[config.mk]
export PLATFORM = sky130hd
export DESIGN_NAME = print_hex_stream
export DESIGN_NICKNAME = d
export VERILOG_FILES = /design/src/rtl/print_hex_stream.sv
export SDC_FILE = /design/constraint.sdc
export NUM_CORES = 1
export LEC_CHECK = 0
export ABC_AREA = 1
export CAP_MARGIN = 20
export CORE_MARGIN = 4
export CORE_UTILIZATION = 59
export CTS_CLUSTER_SIZE = 12
export DETAILED_ROUTE_END_ITERATION = 8
export MAX_ROUTING_LAYER = met4
export PLACE_DENSITY = 0.85
export SYNTH_ARGS = -nofsm -noshare
export SYNTH_HDL_FRONTEND = slang
export SYNTH_SLANG_ARGS = --single-unit
[constraint.sdc]
create_clock -name clk -period 6.3 [get_ports clk]
set_clock_uncertainty 0.15 [all_clocks]
set_input_delay 1.26 -clock clk [delete_from_list [all_inputs] [get_ports clk]]
set_output_delay 1.26 -clock clk [all_outputs]
set_load 0.03 [all_outputs]
[src/rtl/print_hex_stream.sv]
// Prints one latched DW-bit value per req/ack job as raw byte or hex characters (optionally
// zero-suppressed or CR/LF terminated) over a vld/rdy byte stream; characters hold while rdy is low.
module print_hex_stream #(
  parameter int DW    = 32,
  parameter bit UPPER = 1'b1
) (
  input  logic          clk,
  input  logic          rstn,
  input  logic [DW-1:0] dout_tx,
  input  logic [1:0]    mode_tx,
  input  logic          req_tx,
  output logic          ack_tx,
  output logic          busy,
  output logic [7:0]    d_tx,
  output logic          vld_tx,
  input  logic          rdy_tx
);

  localparam int ND = DW / 4;
  localparam int IW = $clog2(ND + 2);
  localparam logic [IW-1:0] LAST_HEX = IW'(ND - 1);
  localparam logic [IW-1:0] CR_POS   = IW'(ND);
  localparam logic [IW-1:0] LF_POS   = IW'(ND + 1);

  typedef enum logic [1:0] {IDLE, SKIP, SEND, DONE} state_t;

  state_t        state;
  logic [DW-1:0] data_r;
  logic [1:0]    mode_r;
  logic [IW-1:0] index;
  logic [IW-1:0] last_idx;

  function automatic logic [7:0] hex_char(input logic [3:0] n);
    if (n < 4'd10) return 8'h30 + {4'h0, n};
    return (UPPER ? 8'h41 : 8'h61) + {4'h0, n} - 8'd10;
  endfunction

  // Digit 0 is the most-significant nibble.
  function automatic logic [3:0] digit(input logic [DW-1:0] v, input logic [IW-1:0] i);
    logic [DW-1:0] sh;
    sh = v >> (4 * (ND - 1 - int'(i)));
    return sh[3:0];
  endfunction

  function automatic logic [7:0] char_at(input logic [IW-1:0] pos);
    logic [7:0] c;
    c = hex_char(digit(data_r, pos));
    if (mode_r == 2'b00)      c = data_r[7:0];
    else if (mode_r == 2'b11) begin
      if (pos == CR_POS)      c = 8'h0D;
      else if (pos == LF_POS) c = 8'h0A;
    end
    return c;
  endfunction

  always_comb begin
    last_idx = LAST_HEX;
    case (mode_r)
      2'b00:   last_idx = '0;
      2'b11:   last_idx = LF_POS;
      default: last_idx = LAST_HEX;
    endcase
  end

  always_ff @(posedge clk) begin
    if (!rstn) begin
      state  <= IDLE;
      data_r <= '0;
      mode_r <= 2'b00;
      index  <= '0;
      ack_tx <= 1'b0;
      busy   <= 1'b0;
      vld_tx <= 1'b0;
      d_tx   <= 8'h00;
    end else begin
      case (state)
        IDLE: begin
          if (req_tx) begin
            data_r <= dout_tx;
            mode_r <= mode_tx;
            busy   <= 1'b1;
            // The top nibble is tested here so suppression costs exactly one cycle per leading zero.
            if (mode_tx == 2'b10 && dout_tx[DW-1 -: 4] == 4'h0) begin
              state <= SKIP;
              index <= IW'(1);
            end else begin
              state  <= SEND;
              index  <= '0;
              vld_tx <= 1'b1;
              d_tx   <= (mode_tx == 2'b00) ? dout_tx[7:0] : hex_char(dout_tx[DW-1 -: 4]);
            end
          end
        end
        SKIP: begin
          if (digit(data_r, index) == 4'h0 && index < LAST_HEX) begin
            index <= index + 1'b1;
          end else begin
            state  <= SEND;
            vld_tx <= 1'b1;
            d_tx   <= hex_char(digit(data_r, index));
          end
        end
        SEND: begin
          if (vld_tx && rdy_tx) begin
            if (index == last_idx) begin
              vld_tx <= 1'b0;
              ack_tx <= req_tx;
              state  <= DONE;
            end else begin
              index <= index + 1'b1;
              d_tx  <= char_at(index + 1'b1);
            end
          end
        end
        DONE: begin
          if (!req_tx) begin
            ack_tx <= 1'b0;
            busy   <= 1'b0;
            state  <= IDLE;
          end else begin
            ack_tx <= 1'b1;
          end
        end
        default: state <= IDLE;
      endcase
    end
  end

endmodule
## After elaboration in Yosys (flattened, before gate mapping)

Cells that the tools add are included.

| word-level totals | value |
|---|---|
| bits in registers | 51 |
| bits of input ports | 38 |
| output and inout port bits | 11 |
| logic and storage cells | 118 |

| cells by class | value |
|---|---|
| add/subtract/negate cells | 12 |
| magnitude comparators | 4 |
| equal/unequal tests | 16 |
| shift-type cells | 2 |
| muxes and demuxes | 58 |
| reductions and logical operators | 18 |

Operator list:

| cell | count |
|---|---|
| $mux 8 | 16 |
| $shr 32x32->4 | 2 |
| $mux 1 | 25 |
| $add 7x4->8 const A | 3 |
| $pmux 8 s3 | 1 |
| $sub 8x4->8 const B | 3 |
| $add 6x4->7 const A | 3 |
| $mux 4 | 4 |
| $ne 2x2->1 const B | 8 |
| $lt 4x4->1 const B | 3 |
| $mux 2 | 6 |
| $pmux 4 s3 | 1 |
| $reduce_and 6->1 | 2 |
| $reduce_and 5->1 | 2 |
| $sub 3x4->5 const A | 2 |
| $eq 2x2->1 const B | 4 |
| $eq 4x4->1 const B | 2 |
| $logic_not 4->1 | 2 |
| $pmux 2 s4 | 1 |
| $pmux 4 s2 | 1 |
| $logic_not 2->1 | 3 |
| $reduce_and 3->1 | 2 |
| $add 4x1->4 const B | 1 |
| $eq 4x4->1 | 1 |
| other kinds (8) | 12 |

## Depth between registers and ports, before layout

| logic depth | value |
|---|---|
| depth after elaboration | 17 |
| mapped depth | 20 |
| gate-level depth less buffers | 18 |

## Least setup slack after synthesis

No wires, ideal clock.

| timing | value |
|---|---|
| path kind | register to register |
| start point | reg index[0] |
| end point | reg d_tx[2] |
| setup time | 0.132 ns |
| data arrival time | 2.308 ns |
| data required time | 6.018 ns |
| path slack | 3.709 ns |
| stages on the path, launching flop included | 20 |
| path buffers | 3 |
| clock period less this slack | 2.591 ns |
| path through | dfxtp_1 inv_2 buf_6 buf_6 ha_1 clkbuf_1 nand3_1 nand3_1 nand3_2 ha_1 inv_1 nand2_1 nand2_1 nand2_1 nand2_1 nand2_1 nand2_1 nand2_1 nand2_1 a21oi_1 |

| on the way | value |
|---|---|
| longest elaborated chain between the ends | 17 |
| elaborated cells between the ends (all ways) | 43 |
| those cells by class | 9 x add/sub; 3 x order compare; 5 x eq/ne; 2 x shift; 21 x mux; 3 x reduce/logical |

Ends and longest elaborated chain:

| element | RTL line | text |
|---|---|---|
| start: declaration | 30 | `logic [IW-1:0] index;` |
| start signal: assignment | 96 | `index <= index + 1'b1;` |
| start signal: assignment | 110 | `index <= index + 1'b1;` |
| branches (longest 17 deep; another with $add 7x4->8) | n/a |  |
| end signal: assignment | 90 | `d_tx <= (mode_tx == 2'b00) ? dout_tx[7:0] : hex_char(dout_tx[DW-1 -: 4]);` |
| end signal: assignment | 100 | `d_tx <= hex_char(digit(data_r, index));` |
| end signal: assignment | 111 | `d_tx <= char_at(index + 1'b1);` |
| end: declaration | 14 | `output logic [7:0] d_tx,` |

Several ways; the timed one is not identified. The select of a mux whose other input is x is not followed.
A chain may end at the register's enable or synchronous reset.

## Final worst setup path

| timing | value |
|---|---|
| start point | reg index[1] |
| end point | reg d_tx[2] |

Same word-level chain as after synthesis.

==> summary.md <==
| Metric | Value |
|---|---|
| Final core utilization | 0.7158 |
| Clock share of power | 0.113 |
| Final hold viol count | 0 |
| CTS tree | built |
| Multi-input gate area | 1999 µm² |
| Int Pwr | 1017 µW |
| Die Y-Extent | 84.22 µm |
| Combinational share of power | 0.651 |
| Register Area | 1021 µm² |
| LEAKAGE | 0.001743 µW |
| First-pass GRT wire length | 14730 µm |
| Reg clk slew, reported paths | 0.10 ns |
| Area grow syn2layout | 16.43% |
| Crit. End Element | flop |
| Slew Viols, Final | 0 |
| Die width | 84.22 µm |
| Worst-Skew Late Latency | 0.31 ns |
| Setup CP Type | reg2reg |
| Clock root buffer | clkbuf_8 |
| Drt via density | 5.690 |
| Die footprint | 7092 µm² |
| Clk buf depth | 2 |
| Net Count, Synth | 574 |
| Routed wire per std cell | 14.07 µm |
| Row cnt | 27 |
| Worst hold-check path type | reg2reg |
| Largest net degree at the start of global routing | 67 |
| Gr busiest metal | met2 |
| Yosys warns | 0 |
| Layout cell share with drive strength beyond 1 | 0.05957 |
| HPWL Detailed | 6373 µm |
| 1st-pass router iterations | 5 |
| ANT cells | 0 |
| Initial drt markers | 330 |
| Power share of the sequential group | 0.236 |
| Commonest cells after routing, fill and taps aside | nand2_1 (107), a21oi_1 (70), inv_1 (64), nand3_1 (55) |
| Hold-fix buffers, CTS | 0 |
| DRC | 0 |
| Total Nets Final | 606 |
| Relative max-transition margin | 0.3256 |
| Peak Freq | 303.9 MHz |
| Post-synth top area cell | dfxtp_1 |
| Post-Syn Area | 3427 µm² |
| Sw Ratio | 0.5227 |
| Initial antenna violation count | 0 |
| CP max FO | 15 |
| Worst hold margin | 0.3042 ns |
| Buffers on Ports | 48 |
| Vias in the first global route | 3276 |
| Share of the yosys chip area belonging to registers | 0.2979 |
| Via count | 3562 |
| GRT met2 Usage | 0.4096 |
| Met3 Resource Use GR | 0.03729 |
| Critical path arrival | 3.38 ns |
| Commonest non-fill, non-tap cell in the layout | nand2_1 |
| VDD IR max | 0.0002868 V |
| Min Tclk post-route | 3.291 ns |
| Wirelength, routed | 8808 µm |
| I/O pins | 49 |
| Post-DRT Antenna Nets | 0 |
| CTS resizes | 0 |
| Number of setup buffers added after CTS | 0 |
| Run status | finished clean |
| Synth top area share | 0.2979 |
| Worst Path Required | 6.39 ns |
| Startpoint Class | flop |
| H-tree levels | 2 |
| Design Power | 2130 µW |
| Grt met1 use | 0.3370 |
| Starting Density | 0.6148 |
| Placeable Area | 5574 µm² |
| Total CTS buffers | 5 |
| Total negative slack | 0 ns |
| Fin crit share | 0.5223 |
| Net Switching | 1114 µW |
| Clock sinks | 51 |
| GRT overflow | 0 |
| Endpoints failing setup | 0 |
| Worst-margin pin slew | 1.008 ns |
| Syn Inst Count | 521 |
| Post-route setup slack | 3.009 ns |
| FF+latch count, synth | 51 |
| # fillers | 484 |
| PwrDens | 533.9 nW/µm² |
| Netlist cell types | 40 |
| Pre-CTS worst setup slack | 2.740 ns |
| # Max-Cap Violations | 0 |
| RSZ-0062 raised after global routing | false |
| Routability Congestion | 0.9614 |
| Synth top area cells | dfxtp_1 (30%), nand2_1 (12%), a21oi_1 (10%) |
| Syn Area/Cell | 6.578 µm² |
| GRT Total Usage | 0.2537 |
-- through the flow --
| step | std cells | instance area, µm² |
|---|---|---|
| finish | 626 | 3990 |
| global route | 626 | 3990 |
| CTS | 625 | 3975 |
| detailed placement | 617 | 3859 |
| global placement | 617 | 3859 |
| floorplan | 521 | 3427 |
-- final cells by class --
type / instances / area share
multi-input cells: 376 / 0.5011
inverters: 69 / 0.06522
clock buffers: 5 / 0.01725
flip-flops and latches: 51 / 0.2559
clock inverters: 3 / 0.01192
well taps: 72 / 0.02258
repair buffers: 50 / 0.1261
-- kinds of logic after synthesis --
group / synth area share
AND/OR/NAND/NOR: 0.2830
adder cells (fa/ha/maj): 0.05476
buffers and inverters: 0.1194
XOR/XNOR: 0.01461
AO/OA/AOI/OAI: 0.2304
flip-flops: 0.2979
-- per-layer routing --
layer | vias up | part of all wire
met5 | - | 0
met4 | 0 | 0.013
met3 | 16 | 0.068
met2 | 147 | 0.46
met1 | 1601 | 0.45
li1 | 1798 | -
-- cell usage after synthesis (all sizes together) --
library cell and number:
nand3b 1, xor2 2, clkinv 2, buf 11, clkbuf 14, xnor2 2, nand3 60, o2111ai 1
dfxtp 51, nand2 114, and2 1, o21ai 57, o211ai 8, a221oi 1, o22ai 1, a211oi 3
a31oi 2, nand4 6, o31ai 1, ha 15, o21bai 1, a21oi 71, nor2 22, inv 67
nor3 7
-- path summary, 6_finish.rpt --
check                              start      end  slack (ns)  cells past startpoint
worst max-delay path            index[1]  d_tx[2]        3.01                     17
worst min-delay path              ack_tx   ack_tx        0.30                      2
worst max register to register  index[1]  d_tx[2]        3.01                     17
worst min register to register    ack_tx   ack_tx        0.30                      2
-- power by group through the flow --
stage          logic, µW  registers, µW  clock network (µW)
3_3_place_gp        1330            503                   0
3_5_place_dp        1360            506                   0
6_report            1390            502                 241
5_1_grt             1550            514                 259
2_1_floorplan       1030            542                   0
4_1_cts             1370            499                 247
-- flip-flops by register name, summed over array words and instances (netlist names) --
signal,flops
data_r,32
busy,1
index,4
state,2
d_tx,8
ack_tx,1
vld_tx,1
mode_r,2
-- worst max-delay path, stage by stage (launching register included) --
cell     delay [ns]
dfxtp_1        0.70
inv_2          0.22
ha_1           0.60
inv_1          0.24
a21oi_1        0.16
o21ai_1        0.08
nand3_1        0.08
nand3_1        0.12
ha_1           0.23
nand4_1        0.10
nand2_1        0.06
nand2_1        0.07
nand2_1        0.06
nand2_1        0.09
nand2_1        0.06
nand2_1        0.07
nand2_1        0.05
a21oi_1        0.10
(Power assumes the default switching activity.)
